$ cat src/rtl/spi_slave.sv
`default_nettype none
// ============================================================================
// Module   : spi_slave
// Brief    : SPI mode-0 slave (MSB first, 8-bit) with a 32-bit register bus,
//            single-byte TX holding register and an RX FIFO.
// Revision : 1.0 - initial release
// ============================================================================
module spi_slave #(
    parameter int SYNC_STAGES = 2,
    parameter int FIFO_DEPTH  = 4
) (
    input  logic        clk,
    input  logic        rst,
    input  logic        sel,
    input  logic        w_en,
    input  logic        r_en,
    input  logic [31:0] wdata,
    output logic [31:0] rdata,
    input  logic [1:0]  offset,
    input  logic        sclk,
    input  logic        mosi,
    input  logic        cs_n,
    output logic        miso,
    output logic        irq
);

    localparam int c_addr_w = $clog2(FIFO_DEPTH);
    localparam int c_cnt_w  = $clog2(FIFO_DEPTH) + 1;
    localparam logic [c_cnt_w-1:0] c_full_count = c_cnt_w'(FIFO_DEPTH);

    localparam logic [1:0] c_off_cntrl  = 2'b00;
    localparam logic [1:0] c_off_txdata = 2'b01;
    localparam logic [1:0] c_off_rxdata = 2'b10;
    localparam logic [1:0] c_off_status = 2'b11;

    typedef enum logic [0:0] {
        IDLE   = 1'b0,
        ACTIVE = 1'b1
    } state_t;

    state_t r_state;
    state_t w_state_next;

    logic [SYNC_STAGES-1:0] r_sclk_sync;
    logic [SYNC_STAGES-1:0] r_mosi_sync;
    logic [SYNC_STAGES-1:0] r_cs_sync;
    logic                   r_sclk_prev;
    logic                   r_cs_prev;

    logic [2:0]  r_bit_cnt;
    logic [7:0]  r_shift_rx;
    logic [7:0]  r_shift_tx;
    logic        r_miso;
    logic [7:0]  r_tx_hold;
    logic        r_tx_full;
    logic        r_enable;
    logic        r_irq_en;
    logic        r_overrun;
    logic        r_underrun;
    logic        r_frame_err;
    logic        r_irq;

    logic [7:0]          r_mem [FIFO_DEPTH];
    logic [c_addr_w-1:0] r_wr_ptr;
    logic [c_addr_w-1:0] r_rd_ptr;
    logic [c_cnt_w-1:0]  r_count;

    logic w_sclk_s, w_mosi_s, w_cs_s;
    logic w_sclk_rise, w_sclk_fall, w_cs_fall, w_cs_rise;
    logic w_load, w_shift, w_sample, w_abort;
    logic w_push_req, w_push, w_pop, w_drop;
    logic w_fifo_full, w_rx_avail;
    logic w_wr_cntrl, w_wr_tx, w_wr_status, w_rd;
    logic [7:0] w_load_byte;
    logic [7:0] w_rx_byte;
    logic [7:0] w_head;
    logic [2:0] w_count3;
    logic       w_unused;

    // Idle levels are sclk low and cs_n high so reset never fakes an edge.
    generate
        if (SYNC_STAGES > 1) begin : g_sync_chain
            always_ff @(posedge clk) begin
                if (rst) begin
                    r_sclk_sync <= '0;
                    r_mosi_sync <= '0;
                    r_cs_sync   <= '1;
                end else begin
                    r_sclk_sync <= {r_sclk_sync[SYNC_STAGES-2:0], sclk};
                    r_mosi_sync <= {r_mosi_sync[SYNC_STAGES-2:0], mosi};
                    r_cs_sync   <= {r_cs_sync[SYNC_STAGES-2:0], cs_n};
                end
            end
        end else begin : g_sync_single
            always_ff @(posedge clk) begin
                if (rst) begin
                    r_sclk_sync <= '0;
                    r_mosi_sync <= '0;
                    r_cs_sync   <= '1;
                end else begin
                    r_sclk_sync <= sclk;
                    r_mosi_sync <= mosi;
                    r_cs_sync   <= cs_n;
                end
            end
        end
    endgenerate

    assign w_sclk_s = r_sclk_sync[SYNC_STAGES-1];
    assign w_mosi_s = r_mosi_sync[SYNC_STAGES-1];
    assign w_cs_s   = r_cs_sync[SYNC_STAGES-1];

    always_ff @(posedge clk) begin
        if (rst) begin
            r_sclk_prev <= 1'b0;
            r_cs_prev   <= 1'b1;
        end else begin
            r_sclk_prev <= w_sclk_s;
            r_cs_prev   <= w_cs_s;
        end
    end

    assign w_sclk_rise = w_sclk_s & ~r_sclk_prev;
    assign w_sclk_fall = ~w_sclk_s & r_sclk_prev;
    assign w_cs_fall   = ~w_cs_s & r_cs_prev;
    assign w_cs_rise   = w_cs_s & ~r_cs_prev;

    always_ff @(posedge clk) begin
        if (rst) r_state <= IDLE;
        else     r_state <= w_state_next;
    end

    always_comb begin
        w_state_next = r_state;
        w_load       = 1'b0;
        w_shift      = 1'b0;
        w_sample     = 1'b0;
        w_abort      = 1'b0;
        case (r_state)
            IDLE: begin
                if (w_cs_fall && r_enable) begin
                    w_state_next = ACTIVE;
                    w_load       = 1'b1;
                end
            end
            ACTIVE: begin
                if (w_cs_rise || !r_enable) begin
                    w_state_next = IDLE;
                    w_abort      = 1'b1;
                end else begin
                    w_sample = w_sclk_rise;
                    if (w_sclk_fall) begin
                        w_load  = (r_bit_cnt == 3'd0);
                        w_shift = (r_bit_cnt != 3'd0);
                    end
                end
            end
            default: w_state_next = IDLE;
        endcase
    end

    assign w_wr_cntrl  = sel && w_en && (offset == c_off_cntrl);
    assign w_wr_tx     = sel && w_en && (offset == c_off_txdata);
    assign w_wr_status = sel && w_en && (offset == c_off_status);
    assign w_rd        = sel && r_en;

    assign w_load_byte = r_tx_full ? r_tx_hold : 8'hFF;
    assign w_rx_byte   = {r_shift_rx[6:0], w_mosi_s};

    assign w_fifo_full = (r_count == c_full_count);
    assign w_rx_avail  = (r_count != '0);
    assign w_head      = r_mem[r_rd_ptr];
    assign w_count3    = 3'(r_count);

    // A pop in the same cycle frees the slot the push needs.
    assign w_push_req = w_sample && (r_bit_cnt == 3'd7);
    assign w_pop      = w_rd && (offset == c_off_rxdata) && w_rx_avail;
    assign w_push     = w_push_req && (!w_fifo_full || w_pop);
    assign w_drop     = w_push_req && w_fifo_full && !w_pop;

    always_ff @(posedge clk) begin
        if (rst) begin
            r_bit_cnt  <= 3'd0;
            r_shift_rx <= 8'h00;
            r_shift_tx <= 8'h00;
            r_miso     <= 1'b0;
        end else begin
            if (w_load) begin
                r_shift_tx <= w_load_byte;
                r_miso     <= w_load_byte[7];
            end else if (w_shift) begin
                r_shift_tx <= {r_shift_tx[6:0], 1'b0};
                r_miso     <= r_shift_tx[6];
            end else if (w_abort) begin
                r_miso <= 1'b0;
            end
            if (w_sample) begin
                r_shift_rx <= w_rx_byte;
                r_bit_cnt  <= r_bit_cnt + 3'd1;
            end
            if (w_abort) begin
                r_shift_rx <= 8'h00;
                r_bit_cnt  <= 3'd0;
            end
        end
    end

    // The load consumes the old holding byte before a same-cycle write lands.
    always_ff @(posedge clk) begin
        if (rst) begin
            r_tx_hold <= 8'h00;
            r_tx_full <= 1'b0;
            r_enable  <= 1'b0;
            r_irq_en  <= 1'b0;
        end else begin
            if (w_load && r_tx_full) r_tx_full <= 1'b0;
            if (w_wr_tx) begin
                r_tx_hold <= wdata[7:0];
                r_tx_full <= 1'b1;
            end
            if (w_wr_cntrl) begin
                r_enable <= wdata[0];
                r_irq_en <= wdata[1];
            end
        end
    end

    always_ff @(posedge clk) begin
        if (rst) begin
            r_overrun   <= 1'b0;
            r_underrun  <= 1'b0;
            r_frame_err <= 1'b0;
        end else begin
            if (w_wr_status && wdata[3]) r_overrun   <= 1'b0;
            if (w_wr_status && wdata[4]) r_underrun  <= 1'b0;
            if (w_wr_status && wdata[5]) r_frame_err <= 1'b0;
            if (w_drop)                  r_overrun   <= 1'b1;
            if (w_load && !r_tx_full)    r_underrun  <= 1'b1;
            if (w_abort && (r_bit_cnt != 3'd0)) r_frame_err <= 1'b1;
        end
    end

    always_ff @(posedge clk) begin
        if (rst) begin
            r_wr_ptr <= '0;
            r_rd_ptr <= '0;
            r_count  <= '0;
        end else begin
            if (w_push) r_wr_ptr <= r_wr_ptr + c_addr_w'(1);
            if (w_pop)  r_rd_ptr <= r_rd_ptr + c_addr_w'(1);
            case ({w_push, w_pop})
                2'b10:   r_count <= r_count + c_cnt_w'(1);
                2'b01:   r_count <= r_count - c_cnt_w'(1);
                default: r_count <= r_count;
            endcase
        end
    end

    always_ff @(posedge clk) begin
        if (w_push) r_mem[r_wr_ptr] <= w_rx_byte;
    end

    always_ff @(posedge clk) begin
        if (rst) r_irq <= 1'b0;
        else     r_irq <= r_irq_en & (w_rx_avail | r_overrun | r_frame_err);
    end

    always_comb begin
        rdata = 32'd0;
        if (w_rd) begin
            case (offset)
                c_off_cntrl:  rdata = {30'd0, r_irq_en, r_enable};
                c_off_txdata: rdata = {23'd0, r_tx_full, r_tx_hold};
                c_off_rxdata: rdata = {24'd0, (w_rx_avail ? w_head : 8'h00)};
                c_off_status: rdata = {21'd0, w_count3, 2'd0, r_frame_err, r_underrun,
                                       r_overrun, w_fifo_full, w_rx_avail,
                                       (r_state == ACTIVE)};
                default:      rdata = 32'd0;
            endcase
        end
    end

    assign miso     = r_miso;
    assign irq      = r_irq;
    assign w_unused = &{1'b0, wdata[31:8]};

endmodule
`default_nettype wire

$ cat config.mk
export PLATFORM = sky130hd
export DESIGN_NAME = spi_slave
export DESIGN_NICKNAME = d
export VERILOG_FILES = /design/src/rtl/spi_slave.sv
export SDC_FILE = /design/constraint.sdc
export NUM_CORES = 1
export LEC_CHECK = 0
export ABC_AREA = 1
export BUFFER_PORTS_ARGS = -buffer_cell sky130_fd_sc_hd__buf_2
export CORE_ASPECT_RATIO = 1.4
export CORE_MARGIN = 3
export CORE_UTILIZATION = 49
export CTS_CLUSTER_DIAMETER = 150
export DETAILED_ROUTE_END_ITERATION = 8
export PLACE_DENSITY = 0.83
export SKIP_CTS_REPAIR_TIMING = 1
export SLEW_MARGIN = 15
export SYNTH_ARGS = -nofsm -noshare
export SYNTH_HDL_FRONTEND = slang
export SYNTH_SLANG_ARGS = --single-unit
$ cat constraint.sdc
create_clock -name clk -period 1.75 [get_ports clk]
set_input_delay 0.175 -clock clk [delete_from_list [all_inputs] [get_ports clk]]
set_output_delay 0.175 -clock clk [all_outputs]
set_load 0.05 [all_outputs]
==> impl_metrics.yaml, run 1 <==
status:
  status: "complete, but fails checks"
  violations: "negative setup slack"
final_layout:
  drive_above_1_share_pct: 26.05
  mostFrequentLayoutCell: "nor2_1"
  fillers: 576
  utilization_pct: 61.65
  syn2layout_area_growth_pct: 21.71
  fin_area_um2: 4538
  mostFrequentLayoutCells: "72 x nor2_1, 64 x nand2_1, 46 x dfxtp_1"
  diodes: 0
  layout.nets: 544
sta:
  fin_crit_sh_pct: 104.3
  drv_slew: 0
  hold_viol_final: 0
  max_clock_freq_mhz: 547.7
  setup_slack_ns: -0.07575
  holdWs_ns: 0.02004
  fin_skew_ns: 0.006367
  setup_tns_ns: -0.3520
  setup_viol: 7
  period_minus_slack_ns: 1.826
  rsz0062_at_grt: "yes"
worst_setup_path:
  worst-setup-path-type: "reg2out"
  worstPathRequired_ns: 1.57
  start_kind: "register"
  arrival_ns: 1.65
  critical_path.endpoint_type: "output port"
  path_max_fanout: 7
power:
  power.leakage_uw: 0.001820
  p_switching_uw: 879.3
  vdd_ir_drop_max_v: 0.0005524
  p_per_area_nw_per_um2: 823.7
  p_comb_share_pct: 6.3
  p_seq_share_pct: 54.0
  p_sw_share_pct: 23.52
  pwr-share-clk_pct: 39.8
  totalPowerFinal_uw: 3738
  intPower_uw: 2859
placed_design:
  placed_area_um2: 4080
  hpwl_mm: 5.840
  io_buffer_count: 30
  place_congestion: 0.8750
floorplan:
  io_pins: 76
  die_height_um: 109.2
  core_area_um2: 7361
  rows: 37
  dieArea_um2: 8707
  fp.dieW_um: 79.73
  initial_core_util_pct: 50.65
clock_network:
  cts_tree: "built"
  htreeDepth: 3
  cts_buffers: 9
  cts_sinks: 83
  clkTransAtPathRegs_ns: 0.08
  cts-root-buf: "clkbuf_8"
  cts_buffer_depth: 2
  clk_latency_ns: 0.35
synth:
  syn_inst: 436
  ys.warnings.count: 0
  ys_ff_latch: 83
  syn_area_per_cell_um2: 8.552
  synth.cell_area_um2: 3729
  synthDistinctLibCells: 33
  yosysSeqAreaShare_pct: 53.15
drt:
  drc_errors: 0
  wl_per_cell_um: 13.43
  final_antenna_net_count: 0
  drtIter0Drc: 171
  first_pass_iters: 4
  viasPerCell: 5.029
  routed-via-count: 2997
  wl_mm: 8.006
global_route:
  antenna_found_initial: 0
  grt_pass1_wl_mm: 12.41
  grt_remaining_overflow: 0
  grt_pass1_vias: 2883
  grt_max_degree: 23
  grt_usage_pct: 18.82
min_path:
  hold_path.class: "in2reg"
flow_run:
  max-cap-violations: 0
[path summary, 6_finish.rpt]
kind                                startpoint        endpoint  slack [ns]  cells after the start
worst max register to register       r_cs_prev      r_count[2]        0.07                     13
worst min register to register  r_sclk_sync[0]  r_sclk_sync[1]        0.40                      2
worst max-delay path                  register        rdata[6]       -0.08                      7
worst min-delay path                      mosi  r_mosi_sync[0]        0.02                      3
[kinds of logic after synthesis]
logic type	after synthesis	share of synthesized area, %
AND/OR/NAND/NOR	167	18.93
other	1	0.1006
buffers and inverters	82	11.07
adder cells (fa/ha/maj)	8	2.886
flip-flops	83	53.15
AO/OA/AOI/OAI	95	13.86
[layout make-up]
cell class | count | area [µm²] | area share, %
flip-flops and latches | 83 | 1993 | 43.92
multi-input cells | 291 | 1550 | 34.16
repair buffers | 57 | 452.9 | 9.981
inverters | 52 | 206.4 | 4.549
clock buffers | 10 | 127.6 | 2.812
well taps | 97 | 121.4 | 2.674
clock inverters | 6 | 86.33 | 1.902
[cell usage after synthesis, drive strengths merged]
cell | n | area share [%]
a21oi | 28 | 3.8
a221oi | 1 | 0.23
a31oi | 5 | 0.84
buf | 27 | 5.4
clkbuf | 3 | 0.34
conb | 1 | 0.10
dfxtp | 51 | 27
edfxtp | 32 | 26
fa | 1 | 0.54
ha | 7 | 2.3
inv | 52 | 5.3
nand2 | 77 | 8.5
nand3 | 7 | 1.1
nand4 | 2 | 0.50
nor2 | 78 | 8.4
nor3 | 1 | 0.13
o21ai | 53 | 7.6
o22ai | 7 | 1.2
o311ai | 1 | 0.23
or2 | 2 | 0.34
[critical path: stages (launching register included)]
cell	delay (ns)
dfxtp_4	0.40
buf_8	0.14
buf_6	0.09
o21ai_1	0.06
o22ai_1	0.23
nand2_1	0.12
o21ai_2	0.08
buf_6	0.17
[power by group through the flow]
stage / Clock [µW] / Sequential, µW / Combinational (µW)
2_1_floorplan: 0 / 2060 / 212
3_3_place_gp: 0 / 2060 / 221
3_5_place_dp: 0 / 2060 / 224
4_1_cts: 1500 / 2020 / 224
5_1_grt: 1590 / 2020 / 254
6_report: 1490 / 2020 / 235
[registers in the layout, summed over array words and instances (netlist names), 2 cells and up, named ones only]
name	flops
r_shift_rx	7
r_shift_tx	7
r_mem	32
r_count	3
r_rd_ptr	2
r_tx_hold	8
r_sclk_sync	2
r_wr_ptr	2
r_mosi_sync	2
r_bit_cnt	3
r_cs_sync	2
[stage by stage]
| stage | instances | setup WS [ns] |
|---|---|---|
| floorplan | 456 | 0.01900 |
| global placement | 576 | 0.05744 |
| global route | 596 | -0.1702 |
| finish | 596 | -0.07575 |
| detailed placement | 576 | -0.01172 |
| CTS | 592 | -0.4141 |
[metal layers]
| metal | track usage [%] | wire (µm) | up-vias |
|---|---|---|---|
| met5 | 0 | 0 | - |
| met4 | 9.582 | 223 | 0 |
| met3 | 4.628 | 436 | 22 |
| met2 | 35.96 | 4402 | 95 |
| met1 | 18.28 | 2944 | 1392 |
| li1 | - | - | 1488 |
Note: power is estimated with default switching activity, not from simulation.
==> run 2, diff against run 1 <==
Settings changed: CELL_PAD_IN_SITES_DETAIL_PLACEMENT from default to 1, CELL_PAD_IN_SITES_GLOBAL_PLACEMENT from default to 1, CORE_UTILIZATION 49 to 37, PLACE_DENSITY 0.83 to 0.84.
==> run 2 against run 1 <==
Routed wire length up 23%. The run still ends with negative setup slack left. Count of clock-buffer cells in the layout unchanged. Combinational power up 6%. Setup slack worse by 0.077 ns. Critical path type unchanged. Clock power up 21%. Utilization down 13 points. First-iteration DRC count down 15%. Register-to-register slack worse by 0.02 ns. Sequential share of layout area down 1.6 points. Die area up 30%.
==> impl_metrics.yaml, run 2 (synthesized netlist as in run 1, its figures left out) <==
global_route:
  grt_pass1_vias: 3227
  antenna_found_initial: 0
  grt_max_degree: 16
  grt_remaining_overflow: 0
  grt_pass1_wl_mm: 15.18
  grt_usage_pct: 17.11
final_layout:
  fin_area_um2: 4712
  top_regs: "r_mem x32, r_tx_hold x8"
  fillers: 1149
  largest_reg_flops: 32
  drive_above_1_share_pct: 29.08
  mostFrequentLayoutCell: "nor2_1"
  syn2layout_area_growth_pct: 26.38
  diodes: 0
  finalNonFillerCells: 641
  utilization_pct: 49.00
  regMostFlops: "r_mem"
  layout.nets: 554
  mostFrequentLayoutCells: "69 x nor2_1, 61 x nand2_1, 44 x dfxtp_1"
sta:
  fin_crit_sh_pct: 108.7
  setup_slack_ns: -0.1531
  fin_skew_ns: 0.006743
  rsz0062_at_grt: "yes"
  hold_viol_final: 0
  setup_viol: 8
  period_minus_slack_ns: 1.903
  max_clock_freq_mhz: 525.5
  drv_slew: 0
  setup_tns_ns: -0.7354
worst_setup_path:
  reg2reg_from: "r_count[0]"
  start_kind: "register"
  worst-setup-path-type: "reg2out"
  rrSetupSlack_ns: 0.05
  arrival_ns: 1.73
  slowest_delay_ns: 0.37
  worstPathCellList: "inv_4 > buf_6 > nand2_2 > nand2_1 > a21oi_1 > o21ai_1 > nand3_1 > a31oi_2 > buf_6"
  r2r-end: "r_count[2]"
  cp.depth: 9
  slowest_stage: "dfxtp_4"
  crit_path_frequent_cell: "buf_6"
  critPathTopFamily: "compound AO/OA/AOI/OAI gates"
  rr_worst_depth: 11
  critical_path.endpoint_type: "output port"
  path_max_fanout: 7
  worstPathRequired_ns: 1.57
  cp.buffers_inverters: 3
floorplan:
  die_height_um: 124.8
  dieArea_um2: 11330
  io_pins: 76
  core_area_um2: 9617
  initial_core_util_pct: 38.77
  rows: 42
  fp.dieW_um: 90.84
placed_design:
  dp_slack_ns: -0.02064
  io_buffer_count: 30
  placed_area_um2: 4146
  place_congestion: 0.8426
  hpwl_mm: 7.148
  placedCellCount: 614
power:
  p_comb_share_pct: 6.1
  p_sw_share_pct: 22.64
  p_per_area_nw_per_um2: 864.8
  vdd_ir_drop_max_v: 0.0005956
  intPower_uw: 3152
  p_switching_uw: 922.7
  power.leakage_uw: 0.001893
  pwr-share-clk_pct: 44.3
  p_seq_share_pct: 49.6
drt:
  final_antenna_net_count: 0
  wl_per_cell_um: 15.32
  routed-via-count: 3108
  wl_mm: 9.817
  drtIter0Drc: 145
  viasPerCell: 4.849
  drc_errors: 0
  first_pass_iters: 4
min_path:
  hold_path.class: "in2reg"
  worstHoldPathCells: 2
  hold_end: "r_cs_sync[0]"
  min-delay-start: "cs_n"
clock_network:
  clk_latency_ns: 0.34
  clkTransAtPathRegs_ns: 0.06
  cts_buffer_depth: 2
  cts_buffers: 9
  cts_tree: "built"
  cts_sinks: 83
  htreeDepth: 3
  cts-root-buf: "clkbuf_16"
status:
  violations: "negative setup slack"
  status: "complete, but fails checks"
flow_run:
  max-cap-violations: 0
run 2: cell count changes in the layout (fill, tap and decap cells not counted), sizes merged:
cell         previous run  this run
buf                    56        67
clkinv                  2         5
inv                    53        51
bufinv                  2         1
dlygate4sd3             1         0
run 2: worst max path at each step:
stage | end
after floorplan | rdata[6]
after global placement | r_count[2]
after detailed placement | r_count[2]
after CTS | rdata[1]
after global routing | rdata[1]
final | rdata[1]
run 2: power by group through the flow:
stage	combinational (µW)	clock [µW]	sequential [µW]
4_1_cts	238	1850	2020
3_5_place_dp	235	0	2060
2_1_floorplan	212	0	2060
3_3_place_gp	231	0	2060
6_report	249	1810	2020
5_1_grt	268	1960	2020
run 2: area by class of cell:
cell class              count  area (µm²)  area share, %
flip-flops and latches     83        1996          42.35
clock inverters             6       56.30          1.195
multi-input cells         291        1546          32.82
clock buffers              10       229.0          4.859
inverters                  52       206.4          4.381
repair buffers             67       513.0          10.89
well taps                 132       165.2          3.505
run 2: through the flow:
stage	hold slack [ns]	total power [µW]
5_1_grt	0.01528	4248
3_3_place_gp	0.3617	2294
6_report	0.01640	4075
3_5_place_dp	0.3616	2300
4_1_cts	0.005910	4106
2_1_floorplan	0.2441	2273
run 2: per-layer routing:
layer / global-route usage (%) / share of wire (%)
met1: 16.83 / 37
met2: 33.55 / 56
met3: 3.927 / 3.7
met4: 7.016 / 3.0
met5: 0 / 0
run 2: worst reg2reg max path: cells and delay by family (launching register included):
family | cells | cell delay, ns
DFF | 1 | 0.31
adders and majority gates | 1 | 0.38
buffers and inverters | 2 | 0.09
and+or+nand+nor | 8 | 0.82
==> run 3, diff against run 2 <==
Settings changed: PLACE_DENSITY 0.84 to 0.82.
==> run 3 against run 2 <==
Sequential cell count unchanged. Design area increased by 1.4%. The flow still finishes with violations (negative setup slack). Count of clock-buffer cells in the layout increased by 1. Register-to-register slack improved by 0.02 ns. Total power increased by 0.77%. Critical endpoint is now rdata[2]. Largest power group unchanged. Global-route usage increased by 0.11 points. Via count decreased by 1.9%. Setup slack improved by 0.089 ns.
==> impl_metrics.yaml, run 3 (synthesized netlist as in run 1, its figures left out) <==
sta:
  fin_skew_ns: 0.005580
  setup_viol: 7
  rsz0062_at_grt: "yes"
  holdWs_ns: 0.01803
  fin_crit_sh_pct: 103.7
  setup_slack_ns: -0.06401
  hold_viol_final: 0
  drv_slew: 0
  period_minus_slack_ns: 1.814
  max_clock_freq_mhz: 551.3
final_layout:
  syn2layout_area_growth_pct: 28.12
  fillers: 1119
  largest_reg_flops: 32
  regMostFlops: "r_mem"
  drive_above_1_share_pct: 30.24
  mostFrequentLayoutCell: "nor2_1"
  mostFrequentLayoutCells: "70 x nor2_1, 61 x nand2_1, 44 x dfxtp_1"
  diodes: 0
  multiInputGateArea_um2: 1629
  layout.nets: 551
  utilization_pct: 49.67
  regArea_um2: 1996
  top_regs: "r_mem x32, r_tx_hold x8"
min_path:
  min-delay-start: "cs_n"
  worstHoldPathCells: 2
  hold_path.class: "in2reg"
  hold_end: "r_cs_sync[0]"
status:
  status: "complete, but fails checks"
  violations: "negative setup slack"
floorplan:
  die_height_um: 124.8
  fp.dieW_um: 90.84
  io_pins: 76
  initial_core_util_pct: 38.77
  core_area_um2: 9617
  rows: 42
  dieArea_um2: 11330
clock_network:
  cts_buffer_depth: 2
  cts_sinks: 83
  cts_buffers: 9
  clkTransAtPathRegs_ns: 0.06
  htreeDepth: 3
  cts-root-buf: "clkbuf_16"
  cts_tree: "built"
  clk_latency_ns: 0.34
global_route:
  grt_remaining_overflow: 0
  grt_max_degree: 16
  grt_pass1_vias: 3151
  grt_usage_pct: 17.22
  grt_util_met3_pct: 3.927
  use_met2_pct: 33.42
  grt-busiest-layer: "met2"
  antenna_found_initial: 0
  use_met1_pct: 16.73
  grt_pass1_wl_mm: 15.14
worst_setup_path:
  critPathTopFamily: "compound AO/OA/AOI/OAI gates"
  critical_path.endpoint_type: "output port"
  worst-setup-path-type: "reg2out"
  arrival_ns: 1.64
  path_max_fanout: 7
  worstPathCellList: "buf_4 > o21ai_0 > o22ai_2 > nand2_1 > a31oi_2 > buf_6"
  rrSetupSlack_ns: 0.07
  reg2reg_from: "r_cs_prev"
  start_kind: "register"
  worstPathRequired_ns: 1.57
  r2r-end: "r_count[2]"
  slowest_stage: "dfxtp_4"
  rr_worst_depth: 12
  slowest_delay_ns: 0.40
  cp.buffers_inverters: 2
drt:
  wl_per_cell_um: 15.70
  routed-via-count: 3049
  first_pass_iters: 4
  wl_mm: 10.02
  final_antenna_net_count: 0
  drc_errors: 0
  viasPerCell: 4.779
  drtIter0Drc: 106
power:
  vdd_ir_drop_max_v: 0.0005007
  p_per_area_nw_per_um2: 859.6
  power.leakage_uw: 0.001899
  totalPowerFinal_uw: 4107
flow_run:
  max-cap-violations: 0
placed_design:
  place_congestion: 0.8251
  dp_slack_ns: -0.06007
  io_buffer_count: 30
  hpwl_mm: 7.328
==> run 3: cell count changes in the layout (fill, tap and decap cells not counted), moves of 3 or more <==
| cell | before | now |
|---|---|---|
| o21ai_0 | 39 | 33 |
| o21ai_2 | 7 | 12 |
| buf_6 | 14 | 11 |
| nor2_2 | 7 | 4 |
| o22ai_1 | 3 | 0 |
==> run 3: stage by stage <==
| stage | area, µm² | setup TNS, ns | cells |
|---|---|---|---|
| after floorplan | 3839 | 0 | 456 |
| after global placement | 4139 | 0 | 613 |
| after detailed placement | 4139 | -0.06007 | 613 |
| after CTS | 4427 | -2.726 | 629 |
| after global routing | 4777 | -0.9288 | 638 |
| final | 4777 | -0.2974 | 638 |
==> run 3: cell type report <==
class / count / area share, %
clock buffers: 11 / 4.872
clock inverters: 5 / 1.152
inverters: 52 / 4.295
multi-input cells: 291 / 34.10
flip-flops and latches: 83 / 41.78
well taps: 132 / 3.457
repair buffers: 64 / 10.35
==> run 3: layer usage <==
metal,share of wire (%),wire [µm]
met1,37,3658
met2,57,5700
met3,4.0,397
met4,2.6,261
met5,0,0
==> run 3: worst max path at each step <==
stage                          start         end  slack, ns  cells past startpoint
after global placement     r_cs_prev  r_count[2]       0.03                     12
final                       register    rdata[2]      -0.06                      6
after global routing      r_count[2]    rdata[2]      -0.16                      8
after detailed placement   r_cs_prev  r_count[2]      -0.06                     12
after floorplan            offset[0]    rdata[6]       0.02                      4
after CTS                   register    rdata[0]      -0.36                      6
==> run 3: power by group <==
group          internal (µW)  leakage (µW)  switching [µW]  total, µW
clock network           1100      0.000136             737       1840
registers               2010      0.000671            12.5       2020
logic                   53.0       0.00109             196        249
